$ cat src/rtl/ram_arbiter_if.sv
// One requester port of the RAM arbiter: request/grant handshake plus the read-return path.
// The requester uses the master modport and the arbiter uses the slave modport.
interface ram_arbiter_if #(
    parameter int unsigned ADDR_W = 8,
    parameter int unsigned DATA_W = 8
);
    logic              req;
    logic              we;
    logic [ADDR_W-1:0] addr;
    logic [DATA_W-1:0] wdata;
    logic              gnt;
    logic              rvalid;
    logic [DATA_W-1:0] rdata;

    modport master (output req, we, addr, wdata, input gnt, rvalid, rdata);
    modport slave  (input req, we, addr, wdata, output gnt, rvalid, rdata);
endinterface

$ cat src/rtl/ram_arbiter.sv
// Two-port round-robin arbiter for a single-port RAM. The current owner may take a bounded
// burst before it must yield, and registered RAM read data is routed back to the port that read.
module ram_arbiter #(
    parameter int unsigned ADDR_W    = 8,
    parameter int unsigned DATA_W    = 8,
    parameter int unsigned MAX_BURST = 4
) (
    input  logic              clk,
    input  logic              rst,
    ram_arbiter_if.slave      a_if,
    ram_arbiter_if.slave      b_if,
    output logic [ADDR_W-1:0] mem_addr,
    output logic [DATA_W-1:0] mem_wdata,
    output logic              mem_we,
    input  logic [DATA_W-1:0] mem_rdata
);
    typedef enum logic [1:0] {StIdle, StOwnA, StOwnB} state_e;

    localparam logic [3:0] MaxBurst = 4'(MAX_BURST);
    localparam logic       PortA    = 1'b0;
    localparam logic       PortB    = 1'b1;

    state_e     state_q;
    logic       last_q;
    logic [3:0] cnt_q;
    logic       rd_pend_q;
    logic       rd_own_q;

    logic win_a;
    logic win_b;
    logic yield;

    always_comb begin
        win_a = 1'b0;
        win_b = 1'b0;
        // >= also covers a count that saturated past the limit while the other side was idle
        yield = (cnt_q >= MaxBurst);
        if (a_if.req && b_if.req) begin
            unique case (state_q)
                StOwnA: begin
                    win_a = ~yield;
                    win_b = yield;
                end
                StOwnB: begin
                    win_b = ~yield;
                    win_a = yield;
                end
                default: begin
                    win_a = (last_q == PortB);
                    win_b = (last_q == PortA);
                end
            endcase
        end else begin
            win_a = a_if.req;
            win_b = b_if.req;
        end
    end

    assign a_if.gnt = win_a & ~rst;
    assign b_if.gnt = win_b & ~rst;

    always_comb begin
        mem_addr  = '0;
        mem_wdata = '0;
        mem_we    = 1'b0;
        if (a_if.gnt) begin
            mem_addr  = a_if.addr;
            mem_wdata = a_if.wdata;
            mem_we    = a_if.we;
        end else if (b_if.gnt) begin
            mem_addr  = b_if.addr;
            mem_wdata = b_if.wdata;
            mem_we    = b_if.we;
        end
    end

    assign a_if.rvalid = rd_pend_q & (rd_own_q == PortA);
    assign b_if.rvalid = rd_pend_q & (rd_own_q == PortB);
    assign a_if.rdata  = a_if.rvalid ? mem_rdata : '0;
    assign b_if.rdata  = b_if.rvalid ? mem_rdata : '0;

    always_ff @(posedge clk or posedge rst) begin
        if (rst) begin
            state_q   <= StIdle;
            last_q    <= PortB;
            cnt_q     <= 4'd0;
            rd_pend_q <= 1'b0;
            rd_own_q  <= PortA;
        end else begin
            rd_pend_q <= (win_a & ~a_if.we) | (win_b & ~b_if.we);
            if ((win_a & ~a_if.we) | (win_b & ~b_if.we)) begin
                rd_own_q <= win_b ? PortB : PortA;
            end
            if (!win_a && !win_b) begin
                state_q <= StIdle;
                cnt_q   <= 4'd0;
            end else if ((state_q == StOwnA && win_a) || (state_q == StOwnB && win_b)) begin
                cnt_q <= (cnt_q == 4'hF) ? cnt_q : cnt_q + 4'd1;
            end else begin
                state_q <= win_a ? StOwnA : StOwnB;
                cnt_q   <= 4'd1;
                last_q  <= win_a ? PortA : PortB;
            end
        end
    end
endmodule

$ cat src/flat_wrapper.sv
// flat-port wrapper written by rule: the top's interface ports become plain ports
module ram_arbiter_flat 
#(
    parameter int unsigned ADDR_W    = 8,
    parameter int unsigned DATA_W    = 8,
    parameter int unsigned MAX_BURST = 4
)
  (clk, rst, mem_addr, mem_wdata, mem_we, mem_rdata, a_if_req, a_if_we, a_if_addr, a_if_wdata, a_if_gnt, a_if_rvalid, a_if_rdata, b_if_req, b_if_we, b_if_addr, b_if_wdata, b_if_gnt, b_if_rvalid, b_if_rdata);
  ram_arbiter_if #(.ADDR_W(ADDR_W), .DATA_W(DATA_W)) a_if_i ();
  ram_arbiter_if #(.ADDR_W(ADDR_W), .DATA_W(DATA_W)) b_if_i ();
  input  logic clk;
  input  logic rst;
  output logic [ADDR_W-1:0] mem_addr;
  output logic [DATA_W-1:0] mem_wdata;
  output logic mem_we;
  input  logic [DATA_W-1:0] mem_rdata;
  input wire logic [$bits(a_if_i.req)-1:0] a_if_req;
  input wire logic [$bits(a_if_i.we)-1:0] a_if_we;
  input wire logic [$bits(a_if_i.addr)-1:0] a_if_addr;
  input wire logic [$bits(a_if_i.wdata)-1:0] a_if_wdata;
  output wire logic [$bits(a_if_i.gnt)-1:0] a_if_gnt;
  output wire logic [$bits(a_if_i.rvalid)-1:0] a_if_rvalid;
  output wire logic [$bits(a_if_i.rdata)-1:0] a_if_rdata;
  input wire logic [$bits(b_if_i.req)-1:0] b_if_req;
  input wire logic [$bits(b_if_i.we)-1:0] b_if_we;
  input wire logic [$bits(b_if_i.addr)-1:0] b_if_addr;
  input wire logic [$bits(b_if_i.wdata)-1:0] b_if_wdata;
  output wire logic [$bits(b_if_i.gnt)-1:0] b_if_gnt;
  output wire logic [$bits(b_if_i.rvalid)-1:0] b_if_rvalid;
  output wire logic [$bits(b_if_i.rdata)-1:0] b_if_rdata;
  assign a_if_i.req = a_if_req;
  assign a_if_i.we = a_if_we;
  assign a_if_i.addr = a_if_addr;
  assign a_if_i.wdata = a_if_wdata;
  assign a_if_gnt = a_if_i.gnt;
  assign a_if_rvalid = a_if_i.rvalid;
  assign a_if_rdata = a_if_i.rdata;
  assign b_if_i.req = b_if_req;
  assign b_if_i.we = b_if_we;
  assign b_if_i.addr = b_if_addr;
  assign b_if_i.wdata = b_if_wdata;
  assign b_if_gnt = b_if_i.gnt;
  assign b_if_rvalid = b_if_i.rvalid;
  assign b_if_rdata = b_if_i.rdata;
  ram_arbiter #(.ADDR_W(ADDR_W), .DATA_W(DATA_W), .MAX_BURST(MAX_BURST)) u_core (.clk(clk), .rst(rst), .a_if(a_if_i), .b_if(b_if_i), .mem_addr(mem_addr), .mem_wdata(mem_wdata), .mem_we(mem_we), .mem_rdata(mem_rdata));
endmodule
$ cat config.mk
export PLATFORM = sky130hd
export DESIGN_NAME = ram_arbiter_flat
export DESIGN_NICKNAME = d
export VERILOG_FILES = /design/src/rtl/ram_arbiter_if.sv /design/src/rtl/ram_arbiter.sv /design/src/flat_wrapper.sv
export SDC_FILE = /design/constraint.sdc
export NUM_CORES = 1
export LEC_CHECK = 0
export ABC_AREA = 1
export BUFFER_PORTS_ARGS = -buffer_cell sky130_fd_sc_hd__buf_2
export CAP_MARGIN = 20
export CORE_MARGIN = 2
export CORE_UTILIZATION = 39
export DETAILED_ROUTE_END_ITERATION = 8
export PLACE_DENSITY_LB_ADDON = 0.25
export SYNTH_ARGS = -nofsm -noshare
export SYNTH_HDL_FRONTEND = slang
export SYNTH_SLANG_ARGS = --single-unit
$ cat constraint.sdc
create_clock -name clk -period 2.3 [get_ports clk]
set_input_delay 0.23 -clock clk [delete_from_list [all_inputs] [get_ports clk]]
set_output_delay 0.23 -clock clk [all_outputs]
set_load 0.005 [all_outputs]
# Word-level counts from Yosys, hierarchy flattened
# Cells that the tools add are included.
[totals]
output_inout_bits = 37
ramBits = 0
wordCells = 55
ff_bits = 9
rom_bits = 0
memories = 0
latch_bits = 0
[op_classes]
n_mul = 0
bitwise = 15
n_shift = 0
n_lt_le_gt_ge = 1
n_eq_ne = 5
n_mux = 20
div_mod_pow = 0
reduce_logical = 8
addsub = 1
[op_table]
columns = ["operator", "n"]
rows = [
  ["$mux 8", 6],
  ["$mux 4", 3],
  ["$not 1->1", 8],
  ["$and 1x1->1", 6],
  ["$mux 1", 6],
  ["$mux 2", 3],
  ["$add 4x1->4 const B", 1],
  ["$eq 4x4->1 const B", 1],
  ["$ge 4x3->1 const B", 1],
  ["$logic_and 1x1->1", 4],
  ["$pmux 1 s2", 2],
  ["$ne 3x2->1 const B", 1],
  ["$eq 2x1->1 const B", 1],
  ["$eq 2x2->1 const B", 1],
  ["$logic_not 1->1", 2],
  ["$ne 2x1->1 const B", 1],
  ["$reduce_and 2->1", 1],
  ["$logic_or 1x1->1", 1],
  ["$or 1x1->1", 1],
]

# Depth between registers and ports, before layout
[depth]
word_depth = 8
depth_mapped = 12

# Worst setup path before layout
# Ideal clock, no wire load.
[synth_timing]
kind = "flip-flop to output port"
start = "register u_core.state_q[0]"
end = "output mem_addr[4]"
stages_incl_launch_ff = 11
setup_slack_ns = 0.601
required_ns = 2.070
arrival_ns = 1.469
n_path_buf = 2
path_cell_list = "dfrtp_1 inv_1 ha_1 a21boi_2 nand2_1 nand2_2 inv_4 buf_12 buf_12 nand3_2 nand2_1"
[synth_between]
elab_chain_cells = 6
word_cells_on_any_way = 10
[synth_lines]
columns = ["item", "line_no", "rtl"]
rows = [
  ["from (decl)", "ram_arbiter.sv:23", "state_e state_q;"],
  ["from (signal assigned)", "ram_arbiter.sv:84", "state_q <= StIdle;"],
  ["from (signal assigned)", "ram_arbiter.sv:95", "state_q <= StIdle;"],
  ["from (signal assigned)", "ram_arbiter.sv:100", "state_q <= win_a ? StOwnA : StOwnB;"],
  ["$eq 2x2->1 / $eq 2x1->1 (equally long branches)", "ram_arbiter.sv:39", "unique case (state_q)"],
  ["$pmux 1 s2", "ram_arbiter.sv:39", ""],
  ["$mux 1", "ram_arbiter.sv:38", "if (a_if.req && b_if.req) begin"],
  ["$and 1x1->1", "ram_arbiter.sv:60", "assign b_if.gnt = win_b & ~rst;"],
  ["$mux 8", "ram_arbiter.sv:70", "end else if (b_if.gnt) begin"],
  ["$mux 8 *", "ram_arbiter.sv:66", "if (a_if.gnt) begin"],
  ["to (decl)", "flat_wrapper.sv:13", "output logic [ADDR_W-1:0] mem_addr;"],
]
# Mark *: on every way between the ends. The rest lies on a longest branch, timed or not.

# Worst setup path in the final report
[layout_timing]
start = "register u_core.state_q[0]"
end = "output mem_addr[3]"
# Same word-level chain as after synthesis.

==> metrics.md <==
| Metric | Value |
|---|---|
| Outcome | `completed` |
| Most frequent cells in the layout | `82 x buf_2, 57 x nand2_1, 23 x inv_1` |
| WHS | `118 ps` |
| Combinational power share | `68.6%` |
| Placer Congestion | `0.794` |
| Kind of critical path | `flop to primary output` |
| Mapped Area | `0.00102 mm^2` |
| Area growth syn-to-layout | `44.9%` |
| CTS tree | `done` |
| Worst min-delay path class | `input pin to async pin` |
| Cells after Synth | `158` |
| Period utilization | `92.5%` |
| Most common cell after layout, fill and taps aside | `buf_2` |
| Slowest cell on crit path | `dfrtp_1` |
| Via count | `1,227` |
| ANT nets after route | `0` |
| WL final | `2800 um` |
| Root Driver | `clkbuf_4` |
| Largest net degree at the start of global routing | `21` |
| Internal | `0.592 mW` |
| Top delay family on crit path | `simple AND/OR/NAND/NOR gates` |
| Drt initial violations | `26` |
| First-pass GRT wire length | `3530 um` |
| Longest Clk Path Bufs | `2` |
| Slew Viols, Final | `0` |
| GR Util All Layers | `16.0%` |
| N_diodes | `0` |
| Initial Util | `41.3%` |
| Average routed wire per standard cell | `10.2 um` |
| Die width | `55.2 um` |
| Power, Total | `1.19 mW` |
| Distinct cells, synth | `21` |
| Clk_lat worst skew | `260 ps` |
| Startpoint Class | `flop` |
| Nature of the critical path endpoint | `primary output` |
| Sequential share of the synthesized area | `22.2%` |
| Syn. warnings | `0` |
| Normalized max-slew margin | `73.6%` |
| Clock Sinks | `9` |
| Cell area power density | `804 mW/mm^2` |
| DRT Pass-1 Iters | `4` |
| # IOs | `83` |
| Vias in the first global route | `868` |
| Yosys reg bits | `9` |
| WP buf/inv | `3` |
| Finished Layout Cells | `274` |
| Final Hold Fails | `0` |
| NetSw | `0.599 mW` |
| Switching share of total power | `50.3%` |
| CTS Buf Count | `3` |
| Die Ht | `55.2 um` |
| Gr ovfl total | `0` |
| Max Cap Viol | `0` |
| Arr. time, crit path | `1900 ps` |
| Post-synthesis average cell area | `6.47 um^2` |
| Sequential share of power | `21.5%` |
| Crit path cell chain | `inv_1 > ha_1 > a21boi_2 > nand2_1 > nand2_2 > inv_6 > nor2_4 > nand2_1 > nand2_1 > buf_2` |
| Layout cells sized above 1 | `44.7%` |
| Most Frequent Cell on Critical Path | `nand2_1` |
| VDD IR max | `0.754 mV` |
| # placed instances | `266` |
| Final setup violation count | `0` |
| Power share of the clock group | `9.9%` |
| H-Tree Depth | `1` |
| Worst Tran Pin Value | `397 ps` |
| Core ar. | `0.00248 mm^2` |
| Clock-pin transition on the worst setup and hold timing paths | `60 ps` |
| NumNets Final | `295` |
| Slowest stage delay, CP | `340 ps` |
| # hold bufs at CTS | `0` |
| I/O Buffers | `82` |
| Worst EP required | `2070 ps` |
| Die area | `0.00305 mm^2` |
| Residual DRC | `0` |
| HPWL after detailed placement | `2200 um` |
| Leakage | `0.966 nW` |
| Vias/cell | `4.48` |
| Fin Clk Skew | `0.383 ps` |
| Net count after synthesis | `208` |
| Min Clock Period, post-route | `2130 ps` |
| Antenna violations before repair | `0` |
| Std cell rows | `18` |
| Fmax | `0.470 GHz` |
| Crit Path Max Fanout | `23` |
-- sequential cells by signal, indices dropped and copies added (netlist names) --
name and count:
u_core.last_q 1, u_core.rd_pend_q 1, u_core.cnt_q 4, u_core.state_q 2
u_core.rd_own_q 1
-- worst register-to-register path, cell delays in order, from the launching register on --
cell and delay, ps:
dfrtp_1 340, inv_1 70, ha_1 320, a21boi_2 170, nand2_1 80, nand2_2 120, nand2_1 60, nand2_1 120
inv_2 80, nand2_1 90, o21ai_0 90
-- per-layer routing --
layer / wire length [um] / GRT usage (%)
met5: 0 / 0
met4: 7 / 2.85
met3: 340 / 5.65
met2: 1270 / 27.2
met1: 1180 / 19.5
-- synth_stat cells, drive strengths merged --
cell / instances / share of area, %
xor2: 1 / 0.86
a21boi: 1 / 1.1
o21ai: 8 / 3.9
nor2: 21 / 11
nand3: 22 / 16
xnor2: 1 / 0.86
dfstp: 1 / 2.6
inv: 26 / 9.8
ha: 4 / 4.9
buf: 4 / 6.1
nand2: 60 / 23
a21oi: 1 / 0.49
dfrtp: 8 / 20
-- kinds of logic after synthesis --
kind of cell	Yosys count	share of synthesized area, %
and+or+nand+nor	103	49.8
buffers and inverters	30	15.9
AOI/OAI and AO/OA	10	5.51
DFF	9	22.2
adders and majority gates	4	4.90
xor gates and xnor gates	2	1.71
-- stage by stage --
step	TNS [ps]	instance area, um^2	util, %	setup slack (ps)
floorplan	0	1020	-	601
global placement	0	1410	56.8	376
detailed placement	0	1410	56.8	365
CTS	0	1430	57.9	80.8
global route	-25.5	1480	59.8	-6.15
finish	0	1480	59.8	174
-- final timing paths --
kind | from | to | slack [ps] | cells after the start
worst min-delay path | rst | u_core.state_q[0] | 120 | 2
min in group clk | b_if_we | u_core.rd_pend_q | 200 | 2
worst max register to register | u_core.state_q[0] | u_core.state_q[0] | 640 | 10
worst max-delay path | u_core.state_q[0] | mem_addr[3] | 170 | 10
max in group asynchronous | rst | u_core.last_q | 1890 | 2
worst min register to register | u_core.cnt_q[1] | u_core.cnt_q[1] | 560 | 2
-- cell type report --
cell class	instances	area, um^2
Timing Repair Buffer	82	410
Fill cell	255	996
Sequential cell	9	226
Inverter	26	103
Tap cell	30	37.5
Clock buffer	4	26.3
Multi-Input combinational cell	123	678
-- power groups by stage --
stage	registers (mW)	clock network, mW	logic (mW)
CTS	0.259	0.121	0.768
detailed placement	0.261	0	0.763
floorplan	0.252	0	0.610
finish	0.257	0.118	0.817
global placement	0.260	0	0.761
global route	0.267	0.138	0.950
-- repair_timing --
action,in CTS,in global routing
setup endpoints to repair,0,17
buffers inserted,0,0
gates resized for setup,0,2
Power figures use the tool's default switching activity.
